[config.mk]
export PLATFORM = sky130hd
export DESIGN_NAME = vpl_serial_addsub
export DESIGN_NICKNAME = d
export VERILOG_FILES = /design/src/rtl/vpl_serial_addsub.sv
export SDC_FILE = /design/constraint.sdc
export NUM_CORES = 1
export LEC_CHECK = 0
export CAP_MARGIN = 20
export CORE_AREA = 4 4 97 108
export CTS_BUF_LIST = sky130_fd_sc_hd__clkbuf_16
export DETAILED_ROUTE_END_ITERATION = 10
export DIE_AREA = 0 0 101 112
export PLACE_DENSITY = 0.64
export SKIP_LAST_GASP = 1
export SLEW_MARGIN = 20
export SYNTH_ARGS = -nofsm -noshare
export SYNTH_HDL_FRONTEND = slang
export SYNTH_SLANG_ARGS = --single-unit
[constraint.sdc]
create_clock -name clk -period 2.45 [get_ports clk]
set_clock_uncertainty 0.1 [all_clocks]
set_input_delay 0.245 -clock clk [delete_from_list [all_inputs] [get_ports clk]]
set_output_delay 0.245 -clock clk [all_outputs]
set_load 0.02 [all_outputs]
[src/rtl/vpl_serial_addsub.sv]
// vpl_serial_addsub: multi-cycle two's-complement adder/subtractor.
// Processes a WIDTH-bit operand pair DIGIT bits per clock, LSB digit first,
// with the carry held in a register between digits. A start/busy/done
// handshake frames each operation, which takes N = WIDTH/DIGIT RUN cycles.
// Subtraction is x + ~y + 1: the B operand is inverted at load time and the
// carry register is seeded with As_Sel.
// Optional build macro VPL_ADDSUB_SAT_EN: on signed overflow, s saturates to
// the most positive or most negative value (selected by the sign of x)
// instead of holding the wrapped sum. The interface is the same in both builds.
module vpl_serial_addsub #(
  parameter int unsigned WIDTH = 16,
  parameter int unsigned DIGIT = 4
) (
  input  logic             clk,
  input  logic             rst_n,
  input  logic             start,
  input  logic [WIDTH-1:0] x,
  input  logic [WIDTH-1:0] y,
  input  logic             As_Sel,
  output logic             busy,
  output logic             done,
  output logic [WIDTH-1:0] s,
  output logic             Cout,
  output logic             V
);

  localparam int unsigned N     = WIDTH / DIGIT;
  localparam int unsigned CNT_W = (N > 1) ? $clog2(N) : 1;

  typedef enum logic [1:0] {
    IDLE = 2'd0,
    RUN  = 2'd1,
    DONE = 2'd2
  } state_t;

  state_t             state;
  logic [WIDTH-1:0]   a_q;
  logic [WIDTH-1:0]   b_q;
  logic [WIDTH-1:0]   p_q;
  logic               carry_q;
  logic [CNT_W-1:0]   cnt_q;

  logic [DIGIT:0]     dsum_c;
  logic               msb_cin_c;
  logic               ovf_c;
  logic [WIDTH-1:0]   p_next_c;
  logic [WIDTH-1:0]   res_c;

  // Digit adder, partial-result shift and final-result selection.
  // The carry into the digit MSB is recovered as sum ^ a ^ b at that bit, which
  // also covers DIGIT = 1, where it is simply the carry register.
  always_comb begin
    dsum_c    = (DIGIT+1)'(a_q[DIGIT-1:0]) + (DIGIT+1)'(b_q[DIGIT-1:0])
              + (DIGIT+1)'(carry_q);
    msb_cin_c = dsum_c[DIGIT-1] ^ a_q[DIGIT-1] ^ b_q[DIGIT-1];
    ovf_c     = msb_cin_c ^ dsum_c[DIGIT];
    p_next_c  = WIDTH'({dsum_c[DIGIT-1:0], p_q} >> DIGIT);
    res_c     = p_next_c;
`ifdef VPL_ADDSUB_SAT_EN
    // In the final digit a_q[DIGIT-1] is the sign bit of x.
    if (ovf_c) begin
      res_c = a_q[DIGIT-1] ? {1'b1, {(WIDTH-1){1'b0}}}
                           : {1'b0, {(WIDTH-1){1'b1}}};
    end
`endif
  end

  // Control FSM, operand shift registers and registered outputs.
  always_ff @(posedge clk or negedge rst_n) begin
    if (!rst_n) begin
      state   <= IDLE;
      a_q     <= '0;
      b_q     <= '0;
      p_q     <= '0;
      carry_q <= 1'b0;
      cnt_q   <= '0;
      busy    <= 1'b0;
      done    <= 1'b0;
      s       <= '0;
      Cout    <= 1'b0;
      V       <= 1'b0;
    end else begin
      case (state)
        IDLE: begin
          done <= 1'b0;
          if (start) begin
            a_q     <= x;
            b_q     <= y ^ {WIDTH{As_Sel}};
            carry_q <= As_Sel;
            cnt_q   <= '0;
            busy    <= 1'b1;
            state   <= RUN;
          end
        end
        RUN: begin
          a_q     <= a_q >> DIGIT;
          b_q     <= b_q >> DIGIT;
          p_q     <= p_next_c;
          carry_q <= dsum_c[DIGIT];
          cnt_q   <= cnt_q + CNT_W'(1);
          if (cnt_q == CNT_W'(N - 1)) begin
            s     <= res_c;
            Cout  <= dsum_c[DIGIT];
            V     <= ovf_c;
            done  <= 1'b1;
            busy  <= 1'b0;
            state <= DONE;
          end
        end
        DONE: begin
          done  <= 1'b0;
          state <= IDLE;
        end
        default: begin
          busy  <= 1'b0;
          done  <= 1'b0;
          state <= IDLE;
        end
      endcase
    end
  end

endmodule

==> metrics.txt <==
ys flop type=dfrtp_1; CP Data Required Time=2.54 ns; Starting Density=0.3442; vias in the first global route=2431; Area Overhead vs Synth=31.21%; PnR worst setup slack=0.1171 ns; CTS tree=yes; worst slew pin tran=0.7588 ns; Iteration-0 DRC Markers=113; post-DP HPWL=4.775 mm; HP Class=in2async; ANT cells=0; routed len/inst=14.21 um; Post-Synth Adder-Cell Area=0.02813; status=finished clean; FF+latch count, synth=69; Slew HR=0.4929; synth top area cells=dfrtp_1 (54%), nand2_1 (6.0%), mux2_2 (4.9%); synth unique cells=37; area share of the largest cell type after synthesis=0.5391; Yosys Warn Count=0; clk sinks=69; Peak VDD IR=0.5421 mV; power after layout=5.822 mW; Max Cap Viol=0; syn nets=346; Clock Latency Late Sink=0.32 ns; largest family of logic cells by synthesized area=compound AO/OA/AOI/OAI gates; Max clock buf depth=2; Inserted Clock Buffers=9; Post-Syn Area per Cell=10.54 um^2; CP max FO=3; Reg2Reg Setup Slack=0.12 ns; synth cell count leaders=dfrtp_1 (69), nand2_1 (51), a21oi_1 (25); Detailed Routing Iterations Pass 1=4; Clock Tree Root=clkbuf_16; Placer Congestion=0.7544; clk slew on worst S/H paths=0.05 ns; Die H=112 um; # rows=37; Core ar.=0.009305 mm^2; vias=2428; post-route setup TNS=0 ns; Final Cycle Share=0.9522; area of the mapped netlist=0.003203 mm^2; Worst setup SP type=flop; gr usage total=0.1278; most common cell in the netlist=dfrtp_1; fraction of layout cells with a size suffix above 1=0.1257; H-tree levels=3; Synth Area in Simple Gates=0.1207; FFs w/ async S/R, synth=1.000; leakage=1.836 nW; Layout fillers=883; Placed Cells=466; antenna viol nets, final=0; pin count of the biggest net entering global routing=70; first-pass GRT wire length=11.63 mm; leading area contributor after synthesis=dfrtp_1; EDFF count, synth=0; final core utilization=0.4517; Post-CTS Setup Inserts=0; Worst EP arrival=2.42 ns; Remaining DRCs=0; sequential area share after synthesis=0.5391; fin crit period=2.333 ns; Layout Nets=403; Synth Area in XOR/XNOR=0.04922; PD cells=1385 mW/mm^2; dpl ws=0.03810 ns; Compound-Gate Fraction of Synth Area=0.1797; GR Overflow Total=0; f_max=0.4286 GHz; Max Slew Vio Count=0; final setup violation count=0; wire length after detailed routing=6.862 mm; Synth Instances=304; Via density=5.027; RSZ-0062 raised after global routing=no; Hold Fails Final Rpt=0; num ports=56; Cell Count, Final, Fillers Out=483; initial antenna violation count=0; Die ar.=0.01131 mm^2; mux cell area share after synthesis=0.04922; Port-buffer cells=55; crit end category=flop; Setup CP Type=reg2reg; Chip Width=101 um
-- path summary, 6_finish.rpt --
| kind | startpoint | end | cells past startpoint |
|---|---|---|---|
| max in group asynchronous | rst_n | a_q[3] | 3 |
| worst min register to register | p_q[5] | p_q[5] | 2 |
| min in group clk | p_q[5] | p_q[5] | 2 |
| worst min-delay path | rst_n | s[1] | 3 |
| worst max register to register | a_q[0] | V | 6 |
| worst max-delay path | a_q[0] | V | 6 |
-- metrics by stage --
step	hold slack (ns)	area, um^2
floorplan	-0.1506	3203
global placement	0.1952	3881
detailed placement	0.1977	3881
CTS	0.3734	4198
global route	0.4079	4203
finish	0.3520	4203
-- cell usage in the layout (no fill, tap or decap), types with 2 or more instances in the layout --
| master | count |
|---|---|
| dfrtp_1 | 69 |
| nor2_1 | 9 |
| a22oi_1 | 5 |
| a22o_1 | 5 |
| buf_4 | 8 |
| clkinv_1 | 2 |
| nand2_1 | 51 |
| a21o_1 | 2 |
| xnor2_1 | 10 |
| clkdlybuf4s50_1 | 54 |
| a211oi_2 | 2 |
| clkbuf_16 | 9 |
| inv_1 | 5 |
| o22a_1 | 8 |
| and2_1 | 3 |
| bufinv_16 | 2 |
| nor2b_1 | 12 |
| nand3_1 | 2 |
| a21oi_1 | 25 |
| fa_1 | 2 |
| ha_1 | 4 |
| clkinv_2 | 2 |
| xor2_1 | 8 |
| a31oi_1 | 3 |
| o22ai_1 | 17 |
| mux2_2 | 14 |
| o21ai_0 | 20 |
-- per-layer routing --
layer  part of all wire  global-route usage
met2               0.47              0.2020
met3              0.065             0.04637
met1               0.45              0.1660
met5                  0                   0
met4              0.014             0.03280
-- cell families (layout without fill, tap and decap cells) --
| kind of cell | Yosys count | in the layout |
|---|---|---|
| compound gates | 91 | 91 |
| fa+ha+maj | 6 | 6 |
| mux | 14 | 14 |
| xor+xnor | 18 | 18 |
| flops | 69 | 69 |
| simple gates | 83 | 83 |
| buf+inv | 23 | 85 |
-- final cells by class --
cell class | instances | area (um^2) | area share
multi-input cells | 212 | 1373 | 0.3266
repair buffers | 65 | 635.6 | 0.1512
well taps | 117 | 146.4 | 0.03483
clock buffers | 9 | 225.2 | 0.05359
flip-flops and latches | 69 | 1727 | 0.4108
clock inverters | 7 | 81.33 | 0.01935
inverters | 4 | 15.01 | 0.003572
-- sequential cells by signal, summed over array words and instances (netlist names) --
| name | cells |
|---|---|
| a_q | 16 |
| s | 16 |
| state | 2 |
| busy | 1 |
| V | 1 |
| p_q | 12 |
| cnt_q | 2 |
| carry_q | 1 |
| Cout | 1 |
| done | 1 |
| b_q | 16 |
-- report_power, final --
part           internal [mW]  switching, mW  total [mW]
combinational           1.18           1.29        2.46
sequential              1.67          0.368        2.03
clock                  0.875          0.451        1.33
-- worst max-delay path: stages, from the launching register on --
cell	delay, ns
dfrtp_1	0.41
fa_1	0.48
fa_1	0.44
a21o_1	0.23
a211oi_2	0.27
o211a_1	0.21
o31ai_2	0.06
-- timing repair --
action | CTS | global route
endpoints found under the setup margin | 0 | 1
gates resized for setup | 0 | 1
hold buffers | 1 | 0
hold endpoints to repair | 69 | 0
No activity file was read; power rests on OpenSTA's default activity.
